File: src/rtl/countdown_sequencer.sv
// countdown_sequencer
// Single-clock sequenced down-counter with load, run, pause and reload control.
// One-shot (mode=0) stops in DONE at terminal count; auto-reload (mode=1)
// reloads the last accepted start value and keeps running. Every terminal count
// raises a one-cycle done pulse and bumps a saturating period counter (laps).
// Per-cycle command priority is abort > start > pause > tick_en. Each state
// ignores any command that does not apply to it.
module countdown_sequencer #(
   parameter int WIDTH = 5,
   parameter int LAP_W = 8
) (
   input  logic             clk,
   input  logic             clear,
   input  logic [WIDTH-1:0] load_val,
   input  logic             start,
   input  logic             pause,
   input  logic             abort,
   input  logic             mode,
   input  logic             tick_en,
   output logic [WIDTH-1:0] count,
   output logic [1:0]       state,
   output logic             busy,
   output logic             done,
   output logic [LAP_W-1:0] laps
);

   typedef enum logic [1:0] {
      IDLE   = 2'b00,
      RUN    = 2'b01,
      PAUSED = 2'b10,
      DONE   = 2'b11
   } state_t;

   state_t           r_state;
   logic [WIDTH-1:0] r_count;
   logic [WIDTH-1:0] r_reload;
   logic             r_done;
   logic [LAP_W-1:0] r_laps;

   // A zero start value finishes immediately; there is no period to count.
   wire             w_load_zero = (load_val == '0);
   // The count is at its last step, so the next tick is a terminal count.
   wire             w_last      = (r_count == WIDTH'(1));
   // The lap counter holds at all-ones and does not wrap.
   wire [LAP_W-1:0] w_laps_inc  = (&r_laps) ? r_laps : r_laps + LAP_W'(1);

   // Main sequencer: state, count, reload value, lap count and done pulse.
   always_ff @(posedge clk or negedge clear) begin
      if (!clear) begin
         r_state  <= IDLE;
         r_count  <= '0;
         r_reload <= '0;
         r_done   <= 1'b0;
         r_laps   <= '0;
      end else begin
         r_done <= 1'b0;
         case (r_state)
            IDLE: begin
               if (start) begin
                  r_reload <= load_val;
                  r_count  <= load_val;
                  r_laps   <= '0;
                  if (w_load_zero) begin
                     r_state <= DONE;
                     r_done  <= 1'b1;
                  end else begin
                     r_state <= RUN;
                  end
               end
            end
            RUN: begin
               if (abort) begin
                  r_state <= IDLE;
                  r_count <= '0;
               end else if (start) begin
                  // Restart with the new value; the period count starts over.
                  r_reload <= load_val;
                  r_count  <= load_val;
                  r_laps   <= '0;
                  if (w_load_zero) begin
                     r_state <= DONE;
                     r_done  <= 1'b1;
                  end
               end else if (pause) begin
                  // A tick arriving with the pause is dropped.
                  r_state <= PAUSED;
               end else if (tick_en) begin
                  if (w_last) begin
                     r_done <= 1'b1;
                     r_laps <= w_laps_inc;
                     if (mode) begin
                        r_count <= r_reload;
                     end else begin
                        r_count <= '0;
                        r_state <= DONE;
                     end
                  end else if (r_count != '0) begin
                     r_count <= r_count - WIDTH'(1);
                  end
               end
            end
            PAUSED: begin
               if (abort) begin
                  r_state <= IDLE;
                  r_count <= '0;
               end else if (start) begin
                  // Resume where the count was frozen; the reload value is kept.
                  r_state <= RUN;
               end
            end
            DONE: begin
               if (abort) begin
                  r_state <= IDLE;
                  r_count <= '0;
               end else if (start) begin
                  r_reload <= load_val;
                  r_count  <= load_val;
                  r_laps   <= '0;
                  if (w_load_zero) begin
                     r_done <= 1'b1;
                  end else begin
                     r_state <= RUN;
                  end
               end
            end
            default: begin
               r_state <= IDLE;
               r_count <= '0;
            end
         endcase
      end
   end

   assign count = r_count;
   assign state = r_state;
   assign busy  = (r_state == RUN) || (r_state == PAUSED);
   assign done  = r_done;
   assign laps  = r_laps;

endmodule
File: config.mk
export PLATFORM = sky130hd
export DESIGN_NAME = countdown_sequencer
export DESIGN_NICKNAME = d
export VERILOG_FILES = /design/src/rtl/countdown_sequencer.sv
export SDC_FILE = /design/constraint.sdc
export NUM_CORES = 1
export LEC_CHECK = 0
export CAP_MARGIN = 10
export CORE_MARGIN = 2
export CORE_UTILIZATION = 35
export CTS_CLUSTER_SIZE = 12
export DETAILED_ROUTE_END_ITERATION = 7
export RECOVER_POWER = 25
export SLEW_MARGIN = 20
export SYNTH_ARGS = -nofsm -noshare
export SYNTH_HDL_FRONTEND = slang
export SYNTH_SLANG_ARGS = --single-unit
File: constraint.sdc
create_clock -name clk -period 2.1 [get_ports clk]
set_clock_uncertainty 0.1 [all_clocks]
set_input_delay 0.42 -clock clk [delete_from_list [all_inputs] [get_ports clk]]
set_output_delay 0.42 -clock clk [all_outputs]
set_load 0.02 [all_outputs]
==> impl_results.md, run 1 <==
* Fin nets at 252
* Count of unique library cells instantiated by Yosys at 42
* RSZ-0062 raised after global routing: true
* Yosys top cell by area: dfrtp_1
* Via density at about 5.5
* Die Y at 68.29 um
* CTS Buffer Depth at 2
* Sequential-to-total area share from yosys stat at 36.33%
* Worst Hold Class: register to register
* Initial antenna violation count at 0
* Routability cong. at 0.8208
* # rows at 23
* Outcome: finished, final reports clean
* Post-Layout Cell Count at 280
* CTS tree: built
* Vias in the first global route at roughly 1500
* Die Area at 4663 um2
* H-tree depth at 1
* WL/cell at 14.71 um
* Final Setup Violations at 0
* Max cap viols at 0
* Max Slew Vio Count at 0
* Final ANT Viol Nets at 0
* Final Util at 55.24%
* Final Instance Area at 2210 um2
* Residual DRC at 0
* Post-synth top area share at around 36%
* Initial Utilization at 36.16%
* Startpoint Class: register
* Post-synth EDFFs at 0
* Hold Buf Count CTS at 0
* Clock latency on the worst-skew pair at 0.26 ns
* I/O pins at 29
* Synth warn at 0
* Synth Area in Simple Gates at 24.83%
* Largest family of logic cells by synthesized area: simple AND/OR/NAND/NOR gates
* Avg Inst Size Synth at 8.928 um2
* Clk root buf: clkbuf_8
* I/O Buffers at 28
* DRT iter0 DRCs at between 80 and 90
* Synth Flop Type: dfrtp_1
* Crit Path Category: register to register
* Core box area at 4000 um2
* CTS sink count at 21
* Max_slew headroom at 21.36%
* Placed cell areas at approximately 2000 um2
* Max Freq at 488.8 MHz
* Share of cells above drive strength 1 at 28.70%
* CTS buffer count at 3
* Wire length of the first global-routing pass at a little under 7 mm
* ANT cells at 0
* Worst Setup End Kind: register
* Syn_nets at 183
* Multiplexer area fraction after synthesis at 5.277%
* CP arrival at ~2.1 ns
* Worst-margin pin slew at 1.180 ns
* Largest net degree at the start of global routing at 22
* Post-Syn Instances at 162
* Compound-cell area share of the yosys netlist at 22.40%
* Clock transition at path regs at approximately 0.080 ns
* Adder and majority gate portion of the synthesized area at 7.785%
* Total number of vias at 1527
* Period utilization at 97.43%
* Peak fanout along the critical path at 3
* Fillers at 359
* Gr ovfl total at 0
* FFs w/ async S/R, synth at 100.0%
* Synth Area in XOR/XNOR at 0.6055%
* Synth top cells by count: dfrtp_1 (21), o21ai_0 (21), nand3_1 (10)
* DP Wirelength at 3.128 mm
* Pwr/cell area at 1211 nW/um2
* P&R area growth vs syn at 52.77%
* Leakage at ~0.00095 uW
* 1st-pass router iterations at 4
* Synth area leaders: dfrtp_1 (36%), ha_1 (7.8%), o21ai_0 (7.3%)
* Data required, critical path at 2.16 ns
* DP Cell Count at 269
* Global Route Usage Sum at about a fifth
* Die Wd at around 70 um
* Synthesized cell area at approximately 1400 um2
* Period minus WS final at 2.046 ns
* VDD IR max at between 600 and 700 uV
* Routed WL at 4.119 mm
* Yosys reg bits at 21
* Final Hold Vio Count at 0
* Min Hold Slack at roughly 0.42 ns
what timing repair did:
| action | CTS | global route |
|---|---|---|
| cloned | 0 | 0 |
| buffers inserted | 6 | 3 |
| resized for setup | 5 | 22 |
| setup endpoints to repair | 4 | 13 |
| pin swaps | 2 | 13 |
per-stage QoR:
stage	setup WS (ns)	power (uW)	setup TNS (ns)
2_1_floorplan	0.06327	1523	0
3_3_place_gp	-0.06133	2162	-0.2328
3_5_place_dp	-0.1398	2197	-0.7773
4_1_cts	-0.04223	2558	-0.06496
5_1_grt	-0.04401	2891	-0.1164
6_report	0.05407	2675	0
cell usage in the layout (no fill, tap or decap), drive strengths merged, types with 7 or more instances in the layout:
cell type,instances
buf,38
a21oi,9
o21ai,22
inv,7
clkdlybuf4s50,26
ha,9
nor2,8
nand2,9
dfrtp,21
nand3,10
nor3,8
logic make-up after synthesis:
family          after synthesis
compound gates               51
xor+xnor                      1
fa+ha+maj                     9
buf+inv                      10
flops                        21
mux                           7
simple gates                 63
where the power goes:
group,switching (uW),internal [uW]
clock network,141,132
registers,101,524
logic,905,872
total,1150,1530
state kept, by name, indices dropped and copies added, names as in the netlist:
| signal | flops |
|---|---|
| count | 5 |
| done | 1 |
| laps | 8 |
| r_reload | 5 |
| state | 2 |
metal layers:
| metal | vias to the layer above | global-route usage [%] | part of all wire [%] |
|---|---|---|---|
| li1 | 747 | - | - |
| met1 | 726 | 24.85 | 43 |
| met2 | 47 | 32.40 | 51 |
| met3 | 7 | 3.125 | 4.6 |
| met4 | 0 | 7.500 | 1.6 |
| met5 | - | 0 | 0 |
cell type report:
type	instances	area (um2)	share of cell area, %
multi-input cells	131	979.7	44.34
flip-flops and latches	21	526.8	23.84
repair buffers	67	568.0	25.71
clock buffers	3	41.29	1.869
inverters	7	26.28	1.189
clock inverters	1	5.005	0.2265
well taps	50	62.56	2.831
path summary, 6_finish.rpt:
kind / depth (start not counted) / slack [ns] / from / end
max in group asynchronous: 2 / 0.31 / clear / state[0]
worst max-delay path: 8 / 0.05 / count[1] / laps[6]
worst max register to register: 8 / 0.05 / count[1] / laps[6]
min in group asynchronous: 2 / 0.81 / clear / laps[5]
worst min-delay path: 1 / 0.42 / r_reload[4] / r_reload[4]
worst min register to register: 1 / 0.42 / r_reload[4] / r_reload[4]
critical path: stages, from the launching register on:
cell      delay (ns)
dfrtp_1         0.40
inv_2           0.08
ha_4            0.13
nor4b_4         0.28
buf_4           0.20
o211ai_1        0.13
nor4_2          0.30
o21ai_1         0.11
a22o_1          0.19
No activity file was read; power rests on OpenSTA's default activity.
==> run 2, diff against run 1 <==
--- a/config.mk
+++ b/config.mk
@@ -11,6 +11,7 @@
 export CTS_CLUSTER_SIZE = 12
 export DETAILED_ROUTE_END_ITERATION = 7
 export RECOVER_POWER = 25
+export SKIP_CTS_REPAIR_TIMING = 1
 export SLEW_MARGIN = 20
 export SYNTH_ARGS = -nofsm -noshare
 export SYNTH_HDL_FRONTEND = slang
==> run 2 against run 1 <==
Count of clock-buffer cells in the layout is the same; clock power about the same; routed wire length is 3.6% lower; global-route usage shrank 0.48 points; sequential power hardly changed; utilization down 2.2 points; non-clock buffer count decreased by 5; setup slack got worse by 0.031 ns.
==> impl_results.md, run 2 (synthesis gave the netlist of run 1 again) <==
* Worst Setup End Kind: register
* Critical-path cell list: inv_2, ha_4, nor4b_4, buf_4, buf_6, nand3b_1, a21o_1, a311oi_2, mux2i_1
* Period minus WS final at 2.077 ns (+0.03079 ns)
* Combinational power share at 64.6% (-1.8 points)
* Data required, critical path at 2.18 ns (+0.02 ns)
* Max Freq at 481.5 MHz (-1.5%)
* Reg power frac at 24.7% (+1.3 points)
* VDD IR max at 599.4 uV (-2.3%)
* Clk pwr share at 10.7% (+0.5 points)
* Flop2flop setup slack at 0.02 ns (-0.03 ns)
* Residual DRC at 0 (unchanged)
* Max stage delay on crit path at 0.40 ns (about the same)
* Clk root buf: clkbuf_8
* Final Hold Vio Count at 0 (unchanged)
* Die Area at 4663 um2 (unchanged)
* Gr ovfl total at 0 (unchanged)
* Startpoint Class: register
* Core box area at 4000 um2 (unchanged)
* Internal power at 1455 uW (-4.8%)
* Pwr/cell area at 1195 nW/um2 (-1.3%)
* Fin nets at 247 (-2.0%)
* Max Slew Vio Count at 0 (unchanged)
* RSZ-0062 raised after global routing: true
* Outcome: finished, final reports clean
* Critical Path Slowest Stage Cell: dfrtp_1
* Clock transition at path regs at 0.08 ns (about the same)
* Leakage at 0.0009297 uW (-2.0%)
* Switching Share at 42.67% (-0.21 points)
* DRT iter0 DRCs at 118 (+39%)
* Total number of vias at 1474 (-3.5%)
* Crit Path Category: register to register
* Routability cong. at 0.8208 (unchanged)
* Die Y at 68.29 um (unchanged)
* I/O pins at 29 (unchanged)
* Die Wd at 68.29 um (unchanged)
* Worst-margin pin slew at 1.172 ns (-0.007154 ns)
* CTS Buffer Depth at 2 (unchanged)
* Max reg flops at 8 (unchanged)
* Period utilization at 98.89% (+1.5 points)
* CTS buffer count at 3 (unchanged)
* Pre-CTS setup slack at -0.1398 ns (unchanged)
* Vias in the first global route at 1481 (-1.9%)
* CTS sink count at 21 (unchanged)
* Routed WL at 3.969 mm (-3.6%)
* P&R area growth vs syn at 46.80%
* Max_slew headroom at 21.84% (+0.48 points)
* # rows at 23 (unchanged)
* Initial Utilization at 36.16% (unchanged)
* Final Util at 53.08% (-2.2 points)
* Final ANT Viol Nets at 0 (unchanged)
* Final worst slack at 0.02328 ns (-0.03079 ns)
* Share of cells above drive strength 1 at 23.56% (-5.1 points)
* Most frequent cells in the layout: buf_4 (32), clkdlybuf4s50_1 (26), o21ai_0 (21)
* Worst Hold Class: register to register
* Final Setup Violations at 0 (unchanged)
* 1st-pass router iterations at 4 (unchanged)
* CP arrival at 2.15 ns (+0.05 ns)
* CTS tree: built
* Wire length of the first global-routing pass at 6.603 mm (-2.3%)
* Total negative slack at 0 ns (unchanged)
* Peak fanout along the critical path at 4 (+1)
* Clock latency on the worst-skew pair at 0.26 ns (about the same)
* Via density at 5.360 (-1.7%)
* H-tree depth at 1 (unchanged)
* Net switching power at 1083 uW (-5.6%)
* ANT cells at 0 (unchanged)
* Initial antenna violation count at 0 (unchanged)
* DP Wirelength at 3.128 mm (unchanged)
* Largest net degree at the start of global routing at 22 (unchanged)
* I/O Buffers at 28 (unchanged)
* Commonest non-fill, non-tap cell in the layout: buf_4
* Global Route Usage Sum at 18.88% (-0.48 points)
* Max cap viols at 0 (unchanged)
* WL/cell at 14.43 um (-1.9%)
run 2: stage by stage:
step / instances / power [uW] / hold slack [ns] / area [um2]
finish: 275 / 2538 / 0.4132 / 2123
global route: 275 / 2763 / 0.4460 / 2123
CTS: 273 / 2482 / 0.4108 / 2066
detailed placement: 269 / 2197 / 0.3952 / 2019
global placement: 269 / 2162 / 0.3969 / 2019
floorplan: 162 / 1523 / 0.02441 / 1450
run 2: path summary, 6_finish.rpt:
check                            start           to  depth (start not counted)
setup / recovery              count[1]     state[0]                          9
hold / removal             r_reload[4]  r_reload[4]                          1
setup reg to reg              count[1]     state[0]                          9
hold reg to reg            r_reload[4]  r_reload[4]                          1
max in group asynchronous        clear     state[0]                          2
min in group asynchronous        clear      laps[5]                          2
run 2: critical path, delay by kind of cell (launching register included):
family                     cells  cell delay [ns]
AOI/OAI and AO/OA              2             0.51
adders and majority gates      1             0.13
buffers and inverters          3             0.36
DFF                            1             0.40
muxes                          1             0.25
and+or+nand+nor                2             0.24
run 2: layout make-up:
type / instances / area, um2
multi-input combinational: 131 / 923.4
clock inverter: 1 / 5.005
inverter: 7 / 26.28
timing repair buffer: 62 / 538.0
tap: 50 / 62.56
sequential: 21 / 526.8
clock buffer: 3 / 41.29
fill: 371 / 1877
run 2: per-layer routing:
| metal | wire length, um | part of all wire, % | up-vias | GRT usage [%] |
|---|---|---|---|---|
| met1 | 1719 | 43 | 692 | 23.84 |
| met2 | 1992 | 50 | 38 | 31.67 |
| met4 | 74 | 1.9 | 0 | 7.250 |
| met3 | 183 | 4.6 | 6 | 3.618 |
| li1 | - | - | 738 | - |
| met5 | 0 | 0 | - | 0 |
run 2: power groups by stage:
stage	clock network (uW)	registers, uW	logic (uW)
floorplan	0	736	787
global placement	0	622	1540
detailed placement	0	627	1570
CTS	286	618	1580
global route	303	646	1810
finish	271	627	1640
==> run 3, diff against run 2 <==
--- a/config.mk
+++ b/config.mk
@@ -7,11 +7,11 @@
 export LEC_CHECK = 0
 export CAP_MARGIN = 10
 export CORE_MARGIN = 2
-export CORE_UTILIZATION = 35
+export CORE_UTILIZATION = 46
 export CTS_CLUSTER_SIZE = 12
 export DETAILED_ROUTE_END_ITERATION = 7
+export PLACE_DENSITY = 0.75
 export RECOVER_POWER = 25
-export SKIP_CTS_REPAIR_TIMING = 1
 export SLEW_MARGIN = 20
 export SYNTH_ARGS = -nofsm -noshare
 export SYNTH_HDL_FRONTEND = slang
==> run 3 against run 2 <==
Via count up 5.4%; final cell count down 1.8%; power up 1.2%; flip-flop and latch count stayed put; sequential share of layout area increased by 0.058 points; routed wire length increased by 7.6%; setup slack got worse by 0.0056 ns; die area shrank 23%; critical path type unchanged.
==> impl_results.md, run 3 (synthesis gave the netlist of run 1 again) <==
* Outcome: finished, final reports clean
* Worst Setup End Kind: register
* Routability cong. at 0.8944 (+9.0%)
* Final Setup Violations at 0 (unchanged)
* Via density at 5.756 (+7.4%)
* Final ANT Viol Nets at 0 (unchanged)
* Worst-margin pin slew at 1.166 ns (-0.006371 ns)
* Commonest non-fill, non-tap cell in the layout: buf_4
* Net switching power at 1146 uW (+5.8%)
* Met3 WL at 190 um (+3.8%)
* Clk pwr share at 8.4% (-2.3 points)
* Flop2flop setup slack at 0.02 ns (about the same)
* Max Slew Vio Count at 0 (unchanged)
* Peak fanout along the critical path at 4 (unchanged)
* WL/cell at 15.82 um (+9.6%)
* Fin nets at 248 (+0.40%)
* P&R area growth vs syn at 46.11%
* CTS sink count at 21 (unchanged)
* I/O Buffers at 28 (unchanged)
* Data required, critical path at 2.25 ns (+0.07 ns)
* 1st-pass router iterations at 4 (unchanged)
* Fillers at 238 (-36%)
* Gr ovfl total at 0 (unchanged)
* CTS buffer count at 3 (unchanged)
* Switching Share at 44.60% (+1.9 points)
* Startpoint Class: register
* Largest net degree at the start of global routing at 22 (unchanged)
* CTS Buffer Depth at 2 (unchanged)
* ANT cells at 0 (unchanged)
* M1 wire length at 1.817 mm (+5.7%)
* Wire length of the first global-routing pass at 6.775 mm (+2.6%)
* Critical-path cell list: inv_2, ha_4, nor4b_4, buf_4, nand3b_1, a21o_1, a311oi_4, mux2i_1
* Internal power at 1423 uW (-2.2%)
* Die Wd at 60.08 um (-12%)
* Clock latency on the worst-skew pair at 0.32 ns (+0.06 ns)
* Leakage at 0.0009312 uW (+0.16%)
* Hold Buf Count CTS at 0
* Global Route Usage Sum at 24.96% (+6.1 points)
* Max reg flops at 8 (unchanged)
* Top Metal Used: met4
* DRT iter0 DRCs at 68 (-42%)
* Initial Utilization at 47.77% (+12 points)
* Max Freq at 480.2 MHz (-0.27%)
* Core box area at 3028 um2 (-24%)
* RSZ-0062 raised after global routing: true
* CTS tree: built
* Routed met2 length at 2.184 mm (+9.6%)
* Residual DRC at 0 (unchanged)
* Final Power at 2568 uW (+1.2%)
* VDD IR max at 782.2 uV (+30%)
* Combinational power share at 67.5% (+2.9 points)
* I/O pins at 29 (unchanged)
* Initial antenna violation count at 0 (unchanged)
* Die Y at 60.08 um (-12%)
* Final Hold Vio Count at 0 (unchanged)
* Clock transition at path regs at 0.14 ns (+0.06 ns)
* Pwr/cell area at 1215 nW/um2 (+1.7%)
* Share of cells above drive strength 1 at 24.78% (+1.2 points)
* Max_slew headroom at 22.26% (+0.42 points)
* Total number of vias at 1554 (+5.4%)
* Crit Path Category: register to register
* Min Hold Slack at 0.4276 ns (+0.01440 ns)
* Clk root buf: clkbuf_4
* Period utilization at 99.16% (+0.27 points)
* Vias in the first global route at 1519 (+2.6%)
* Routed WL at 4.272 mm (+7.6%)
* DP Wirelength at 3.117 mm (-0.34%)
* # rows at 20 (-13%)
* Reg power frac at 24.1% (-0.6 points)
* H-tree depth at 1 (unchanged)
* Max stage delay on crit path at 0.41 ns (about the same)
* Critical Path Slowest Stage Cell: dfrtp_1
* CP arrival at 2.23 ns (+0.08 ns)
* Die Area at 3609 um2 (-23%)
* Period minus WS final at 2.082 ns (+0.005568 ns)
* Max cap viols at 0 (unchanged)
* Worst Hold Class: register to register
* Most frequent cells in the layout: buf_4 (34), clkdlybuf4s50_1 (25), dfrtp_1 (21)
run 3: final cells by class:
class                   instances  area [um2]  share of cell area (%)
repair buffers                 63       540.5                   25.58
flip-flops and latches         21       525.5                   24.87
clock buffers                   3       22.52                   1.066
inverters                       7       26.28                   1.243
clock inverters                 1       7.507                  0.3552
well taps                      44       55.05                   2.605
multi-input cells             131       935.9                   44.29
run 3: path summary, 6_finish.rpt:
path / from / endpoint / cells after the start
worst min-delay path: r_reload[2] / r_reload[2] / 1
min in group asynchronous: clear / laps[3] / 2
max in group asynchronous: clear / r_reload[4] / 2
worst max register to register: count[1] / state[1] / 8
worst min register to register: r_reload[2] / r_reload[2] / 1
worst max-delay path: count[1] / state[1] / 8
run 3: metrics by stage:
step           util [%]  setup TNS [ns]  setup WS [ns]  std cells  cell area, um2
4_1_cts           67.48               0        0.01474        266            2043
5_1_grt           69.79         -0.1910       -0.06278        270            2113
3_5_place_dp      65.45         -0.9781        -0.1483        259            1982
6_report          69.79               0        0.01771        270            2113
2_1_floorplan         -               0        0.06327        162            1450
3_3_place_gp      65.45         -0.1500       -0.06096        259            1982
run 3: power by group through the flow:
stage / Combinational (uW) / Clock, uW / Sequential, uW
after floorplan: 787 / 0 / 736
after global placement: 1490 / 0 / 621
after detailed placement: 1550 / 0 / 627
after CTS: 1610 / 218 / 613
after global routing: 1890 / 239 / 629
final: 1730 / 216 / 619
run 3: per-layer routing:
| layer | GRT usage (%) | vias to the layer above |
|---|---|---|
| met3 | 4.329 | 11 |
| met2 | 43.63 | 53 |
| met1 | 29.57 | 753 |
| met4 | 11.11 | 0 |
| li1 | - | 737 |
| met5 | 0 | - |
run 3: timing repair:
action                                  in CTS  in global routing
endpoints found under the hold margin        0                  0
endpoints found under the setup margin       3                 12
gates resized for setup                      4                 11
buffers inserted                             3                  4
pin swaps                                    0                  5
run 3: critical path, delay by kind of cell, from the launching register on:
kind,cells,cell delay (ns)
AO/OA/AOI/OAI,2,0.51
buffers and inverters,2,0.26
multiplexers,1,0.22
AND/OR/NAND/NOR,2,0.37
flip-flops,1,0.41
adder cells (fa/ha/maj),1,0.13
